==> src/rtl/cricket_pkg.sv <==
// Shared encodings for the cricket scoring blocks: game state, delivery extra type
// and innings end reason, plus the legal-delivery classification.
package cricket_pkg;

  typedef enum logic [1:0] {
    GS_IDLE     = 2'd0,
    GS_ACTIVE   = 2'd1,
    GS_COMPLETE = 2'd2
  } game_state_t;

  typedef enum logic [1:0] {
    XT_NONE    = 2'd0,
    XT_WIDE    = 2'd1,
    XT_NO_BALL = 2'd2,
    XT_BYE     = 2'd3
  } extra_type_t;

  typedef enum logic [1:0] {
    END_NONE    = 2'd0,
    END_OVERS   = 2'd1,
    END_ALL_OUT = 2'd2,
    END_TARGET  = 2'd3
  } end_reason_t;

  function automatic logic is_legal(input extra_type_t xt);
    return (xt == XT_NONE) || (xt == XT_BYE);
  endfunction

endpackage

==> src/rtl/innings_scoreboard_over_counter.sv <==
// Legal-ball and over counting with wrap detection and a registered one-cycle
// over_complete pulse; overs_next_o exposes the post-update over count.
module over_counter #(
  parameter int BALLS_PER_OVER = 6,
  parameter int MAX_OVERS      = 20
) (
  input  logic                             clk_i,
  input  logic                             rst_ni,
  input  logic                             clear_i,
  input  logic                             legal_i,
  output logic [$clog2(BALLS_PER_OVER)-1:0] balls_o,
  output logic [$clog2(MAX_OVERS+1)-1:0]    overs_o,
  output logic [$clog2(MAX_OVERS+1)-1:0]    overs_next_o,
  output logic                             over_complete_o
);

  localparam int BALL_W = $clog2(BALLS_PER_OVER);
  localparam int OVER_W = $clog2(MAX_OVERS + 1);
  localparam logic [BALL_W-1:0] LAST_BALL = BALL_W'(BALLS_PER_OVER - 1);

  logic [BALL_W-1:0] balls_q, balls_d;
  logic [OVER_W-1:0] overs_q, overs_d;
  logic              oc_q, oc_d;

  always_comb begin
    balls_d = balls_q;
    overs_d = overs_q;
    oc_d    = 1'b0;
    if (clear_i) begin
      balls_d = '0;
      overs_d = '0;
    end else if (legal_i) begin
      if (balls_q == LAST_BALL) begin
        balls_d = '0;
        overs_d = overs_q + OVER_W'(1);
        oc_d    = 1'b1;
      end else begin
        balls_d = balls_q + BALL_W'(1);
      end
    end
  end

  always_ff @(posedge clk_i or negedge rst_ni) begin
    if (!rst_ni) begin
      balls_q <= '0;
      overs_q <= '0;
      oc_q    <= 1'b0;
    end else begin
      balls_q <= balls_d;
      overs_q <= overs_d;
      oc_q    <= oc_d;
    end
  end

  assign balls_o         = balls_q;
  assign overs_o         = overs_q;
  assign overs_next_o    = overs_d;
  assign over_complete_o = oc_q;

endmodule

==> src/rtl/innings_scoreboard.sv <==
// Single-innings scoreboard: runs, extras, wickets, chase target and completion FSM.
// Optional free-hit tracking is enabled by defining INNINGS_FREE_HIT_EN.
module innings_scoreboard
  import cricket_pkg::*;
#(
  parameter int BALLS_PER_OVER = 6,
  parameter int MAX_OVERS      = 20,
  parameter int MAX_WICKETS    = 10,
  parameter int RUN_W          = 16
) (
  input  logic                              clk,
  input  logic                              reset,
  input  logic                              start_innings,
  input  logic [RUN_W-1:0]                  target,
  input  logic                              ball_bowled,
  input  logic [2:0]                        runs_scored,
  input  logic [1:0]                        extra_type,
  input  logic                              wicket_fallen,
  output logic [$clog2(BALLS_PER_OVER)-1:0] balls,
  output logic [$clog2(MAX_OVERS+1)-1:0]    overs,
  output logic [RUN_W-1:0]                  total_runs,
  output logic [RUN_W-1:0]                  extras,
  output logic [$clog2(MAX_WICKETS+1)-1:0]  wickets,
  output logic [1:0]                        game_state,
  output logic                              innings_active,
  output logic                              over_complete,
  output logic [1:0]                        end_reason
`ifdef INNINGS_FREE_HIT_EN
  ,
  output logic                              free_hit
`endif
);

  localparam int OVER_W = $clog2(MAX_OVERS + 1);
  localparam int WKT_W  = $clog2(MAX_WICKETS + 1);

  game_state_t       state_q, state_d;
  end_reason_t       end_q, end_d;
  logic [RUN_W-1:0]  total_q, total_d;
  logic [RUN_W-1:0]  extras_q, extras_d;
  logic [RUN_W-1:0]  target_q, target_d;
  logic [WKT_W-1:0]  wkts_q, wkts_d;
  logic [OVER_W-1:0] overs_next;

  extra_type_t xt;
  logic        start_acc;
  logic        deliver;
  logic        legal;
  logic        wicket_eff;
  logic [3:0]  add_runs;

  function automatic logic [RUN_W-1:0] sat_add(input logic [RUN_W-1:0] a, input logic [3:0] b);
    logic [RUN_W:0] sum;
    sum = {1'b0, a} + (RUN_W+1)'(b);
    return sum[RUN_W] ? '1 : sum[RUN_W-1:0];
  endfunction

  assign xt        = extra_type_t'(extra_type);
  assign start_acc = start_innings && (state_q != GS_ACTIVE);
  assign deliver   = ball_bowled && (state_q == GS_ACTIVE);
  assign legal     = deliver && is_legal(xt);
  assign add_runs  = {1'b0, runs_scored} + {3'b000, (xt == XT_WIDE) || (xt == XT_NO_BALL)};

`ifdef INNINGS_FREE_HIT_EN
  logic fh_q, fh_d;
  assign wicket_eff = wicket_fallen && !fh_q;
  assign free_hit   = fh_q;
`else
  assign wicket_eff = wicket_fallen;
`endif

  over_counter #(
    .BALLS_PER_OVER(BALLS_PER_OVER),
    .MAX_OVERS     (MAX_OVERS)
  ) u_over_counter (
    .clk_i          (clk),
    .rst_ni         (reset),
    .clear_i        (start_acc),
    .legal_i        (legal),
    .balls_o        (balls),
    .overs_o        (overs),
    .overs_next_o   (overs_next),
    .over_complete_o(over_complete)
  );

  always_comb begin
    state_d  = state_q;
    end_d    = end_q;
    total_d  = total_q;
    extras_d = extras_q;
    target_d = target_q;
    wkts_d   = wkts_q;
`ifdef INNINGS_FREE_HIT_EN
    fh_d     = fh_q;
`endif
    if (start_acc) begin
      state_d  = GS_ACTIVE;
      end_d    = END_NONE;
      total_d  = '0;
      extras_d = '0;
      wkts_d   = '0;
      target_d = target;
`ifdef INNINGS_FREE_HIT_EN
      fh_d     = 1'b0;
`endif
    end else if (deliver) begin
      total_d = sat_add(total_q, add_runs);
      if (xt != XT_NONE) extras_d = sat_add(extras_q, add_runs);
      if (wicket_eff && (wkts_q != WKT_W'(MAX_WICKETS))) wkts_d = wkts_q + WKT_W'(1);
`ifdef INNINGS_FREE_HIT_EN
      if (xt == XT_NO_BALL) fh_d = 1'b1;
      else if (legal)       fh_d = 1'b0;
`endif
      // Completion looks at post-delivery values so the final ball is counted.
      if ((target_q != '0) && (total_d >= target_q)) begin
        state_d = GS_COMPLETE;
        end_d   = END_TARGET;
      end else if (wkts_d == WKT_W'(MAX_WICKETS)) begin
        state_d = GS_COMPLETE;
        end_d   = END_ALL_OUT;
      end else if (overs_next == OVER_W'(MAX_OVERS)) begin
        state_d = GS_COMPLETE;
        end_d   = END_OVERS;
      end
    end
  end

  always_ff @(posedge clk or negedge reset) begin
    if (!reset) begin
      state_q  <= GS_IDLE;
      end_q    <= END_NONE;
      total_q  <= '0;
      extras_q <= '0;
      target_q <= '0;
      wkts_q   <= '0;
`ifdef INNINGS_FREE_HIT_EN
      fh_q     <= 1'b0;
`endif
    end else begin
      state_q  <= state_d;
      end_q    <= end_d;
      total_q  <= total_d;
      extras_q <= extras_d;
      target_q <= target_d;
      wkts_q   <= wkts_d;
`ifdef INNINGS_FREE_HIT_EN
      fh_q     <= fh_d;
`endif
    end
  end

  assign total_runs     = total_q;
  assign extras         = extras_q;
  assign wickets        = wkts_q;
  assign game_state     = state_q;
  assign innings_active = (state_q == GS_ACTIVE);
  assign end_reason     = end_q;

endmodule

==> config.mk <==
export PLATFORM = sky130hd
export DESIGN_NAME = innings_scoreboard
export DESIGN_NICKNAME = d
export VERILOG_FILES = /design/src/rtl/cricket_pkg.sv /design/src/rtl/innings_scoreboard_over_counter.sv /design/src/rtl/innings_scoreboard.sv
export SDC_FILE = /design/constraint.sdc
export NUM_CORES = 1
export LEC_CHECK = 0
export CORE_UTILIZATION = 58
export CTS_BUF_LIST = sky130_fd_sc_hd__clkbuf_2
export CTS_CLUSTER_DIAMETER = 100
export DETAILED_ROUTE_END_ITERATION = 8
export GPL_ROUTABILITY_DRIVEN = 1
export PLACE_DENSITY = 0.93
export REMOVE_ABC_BUFFERS = 1
export SETUP_SLACK_MARGIN = 0.3
export SLEW_MARGIN = 10
export SYNTH_ARGS = -nofsm -noshare
export SYNTH_HDL_FRONTEND = slang
export SYNTH_SLANG_ARGS = --single-unit
export TNS_END_PERCENT = 20
==> constraint.sdc <==
create_clock -name clk -period 7.96 [get_ports clk]
set_clock_uncertainty 0.05 [all_clocks]
set_input_delay 1.592 -clock clk [delete_from_list [all_inputs] [get_ports clk]]
set_output_delay 1.592 -clock clk [all_outputs]
set_load 0.01 [all_outputs]
==> impl_metrics.csv <==
group,metric,value,unit
routing,finalWirelength,10200,um
placement,post-place-ws,1400,ps
critical_path,critical_path_required,8280,ps
synthesis,synth_common_cells,"dfrtp_1 (65), nand2_1 (62), nor2_1 (34), o21ai_0 (34), ha_1 (30)",
sta,rsz0062_at_grt,"no",
critical_path,crit_chain,"clkdlybuf4s50_1 -> inv_1 -> ha_1 -> ha_1 -> ha_1 -> xor2_1 -> ha_1 -> nor2b_1 -> o21a_1 -> o2111ai_1 -> o21ai_1 -> ha_1 -> a211oi_1 -> o21ai_0 -> a21oi_1 -> o21ai_0 -> a21oi_1 -> o221ai_1",
clock_tree,cts-root-buf,"clkbuf_2",
routing,drt_drc_violations_left,5,
clock_tree,cts_buffer_depth,2,
placement,hpwlAfterDp,7190,um
power_and_ir_drop,power,1.51,mW
sta,setup_tns,0,ps
floorplan,core_area,6490,um^2
synthesis,synthArstFlopShare,100,%
clock_tree,htree_levels,3,
critical_path,crit_fanout,16,
critical_path,cp.arrival,6420,ps
synthesis,synth-xor-area-share,3.96,%
synthesis,synthMostInstantiatedCell,"dfrtp_1",
global_route,antenna_found_initial,0,
hold_path,hp-class,"register to register",
clock_tree,post-cts-setup-buffer-count,0,
synthesis,netlist_area,3980,um^2
synthesis,syn_area_per_cell,8.92,um^2
critical_path,cpMostUsedCell,"ha_1",
synthesis,synthMuxAreaShare,1.82,%
synthesis,yosys.area_share.adder,10.4,%
floorplan,start_util,61.3,%
critical_path,slowest_delay,940,ps
outcome,outcome,"complete, but fails checks",
sta,fin_crit_sh,76.5,%
final_layout,area_growth,24.4,%
critical_path,end_kind,"register",
synthesis,ys_seq_area_share,40.9,%
sta,slew_violations,0,
final_layout,drive_gt1_share,5.15,%
clock_tree,cts_tree,"yes",
synthesis,synthTopCellsByArea,"dfrtp_1 (41%), ha_1 (9.4%), nand2_1 (5.8%)",
power_and_ir_drop,p_leak,2.22,nW
synthesis,postSynthCellCount,446,
routing,drt_pass1_iterations,7,
clock_tree,cts_buffers,9,
global_route,grt_pass1_vias,3593,
clock_tree,clock-sinks,65,
synthesis,synthFlopType,"dfrtp_1",
placement,globalplace.congestion,0.855,
floorplan,die_h,84.8,um
synthesis,synth-compound-area-share,18.3,%
global_route,grt-ovfl-total,0,
routing,vias,3714,
outcome,violations,"design-rule violations",
critical_path,crit_type,"primary input to register",
placement,port_buffers,75,
floorplan,die_w,84.8,um
routing,drtIter0Drc,257,
routing,via_per_inst,6.18,
synthesis,ys_warn_count,0,
sta,min_period,6090,ps
floorplan,fp-row-count,29,
global_route,grt.total_usage,30.0,%
power_and_ir_drop,ir_drop,0.155,mV
clock_tree,clk_pin_slew,200,ps
synthesis,yosysTopAreaCell,"dfrtp_1",
floorplan,die-area,7200,um^2
global_route,grt_pass1_wl,16800,um
final_layout,nets,577,
synthesis,yosysTopAreaCellShare,40.9,%
synthesis,ys_ff_latch,65,
routing,drt-wirelength-per-cell,16.9,um
sta,setup_violations,0,
power_and_ir_drop,powerDensity,304,nW/um^2
floorplan,ios,76,
synthesis,ys_types,52,
sta,clock.fmax,164,MHz
critical_path,critPathSlowestCell,"o2111ai_1",
clock_tree,insertion_delay,530,ps
final_layout,fillers,444,
final_layout,insertedDiodeCount,0,
sta,fin_ws,1870,ps
clock_tree,postCtsHoldBufs,0,
synthesis,synth_simple_gate_area_share,20.6,%
synthesis,synth_top_family_by_area,"simple AND/OR/NAND/NOR gates",
routing,ant_nets,0,
clock_tree,post_cts_resized,0,
critical_path,startpoint_type,"primary input",
sta,hold_viol,0,
job,maxCapViolCount,0,
sta,slew_headroom,21.1,%
global_route,grt_max_degree,66,
sta,worst_pin_slew,1180,ps
synthesis,synth-edff-count,0,
==> worst max-delay path: cells and delay by family <==
kind | cells | cell delay [ps]
compound gates | 9 | 2550
fa+ha+maj | 5 | 1420
buf+inv | 2 | 490
xor+xnor | 1 | 210
simple gates | 1 | 170
==> layout make-up <==
| cell class | count | area (um^2) | area share, % |
|---|---|---|---|
| multi-input combinational | 341 | 2200 | 44.4 |
| sequential | 65 | 1630 | 32.9 |
| timing repair buffer | 76 | 753 | 15.2 |
| clock inverter | 6 | 130 | 2.63 |
| inverter | 26 | 97.6 | 1.97 |
| tap | 77 | 96.3 | 1.95 |
| clock buffer | 10 | 50.0 | 1.01 |
==> metal layers <==
layer,vias up,track usage (%),wire (um)
li1,1747,-,-
met4,0,10.9,238
met5,-,0,0
met2,153,48.7,4990
met3,24,6.52,656
met1,1790,39.8,4290
==> stage by stage <==
stage | hold slack (ps) | instance area [um^2] | utilization (%) | cells
global route | 505 | 4950 | 76.2 | 601
detailed placement | 451 | 4770 | 73.4 | 585
global placement | 448 | 4770 | 73.4 | 585
floorplan | 425 | 3920 | - | 432
finish | 475 | 4950 | 76.2 | 601
CTS | 476 | 4950 | 76.2 | 601
==> cell families (layout without fill, tap and decap cells) <==
logic type | Yosys count | count (layout)
fa+ha+maj | 32 | 32
simple gates | 167 | 167
mux | 7 | 7
xor+xnor | 18 | 18
buf+inv | 40 | 118
flops | 65 | 65
compound gates | 117 | 117
==> worst paths after layout <==
kind	from	endpoint	slack [ps]	cells after the start
max in group asynchronous	reset	total_runs[12]	6160	2
worst max register to register	total_runs[2]	game_state[1]	3880	12
worst min-delay path	extras[6]	extras[6]	470	1
worst max-delay path	extra_type[0]	game_state[1]	1870	18
min in group asynchronous	reset	target_q[4]	1150	2
worst min register to register	extras[6]	extras[6]	470	1
==> layout by cell type (no fill, tap or decap), drive strengths merged, types with 7 or more instances in the layout <==
cell type and n:
a21oi 29, a311oi 11, and2 8, and3 8, clkbuf 10, clkdlybuf4s50 74
dfrtp 65, ha 30, inv 26, nand2 62, nand3 11, nor2 35
nor3 12, nor4 9, o21ai 43, xnor2 11, xor2 7
==> power by group <==
part	internal, mW	switching (mW)
logic	0.312	0.354
clock network	0.167	0.125
registers	0.433	0.115
total	0.912	0.594
==> registers in the layout, indices dropped and copies added (netlist names) <==
name	count
end_reason	2
extras	16
game_state	2
target_q	16
total_runs	16
u_over_counter.balls_o	3
u_over_counter.over_complete_o	1
u_over_counter.overs_o	5
wickets	4
(Power assumes the default switching activity.)
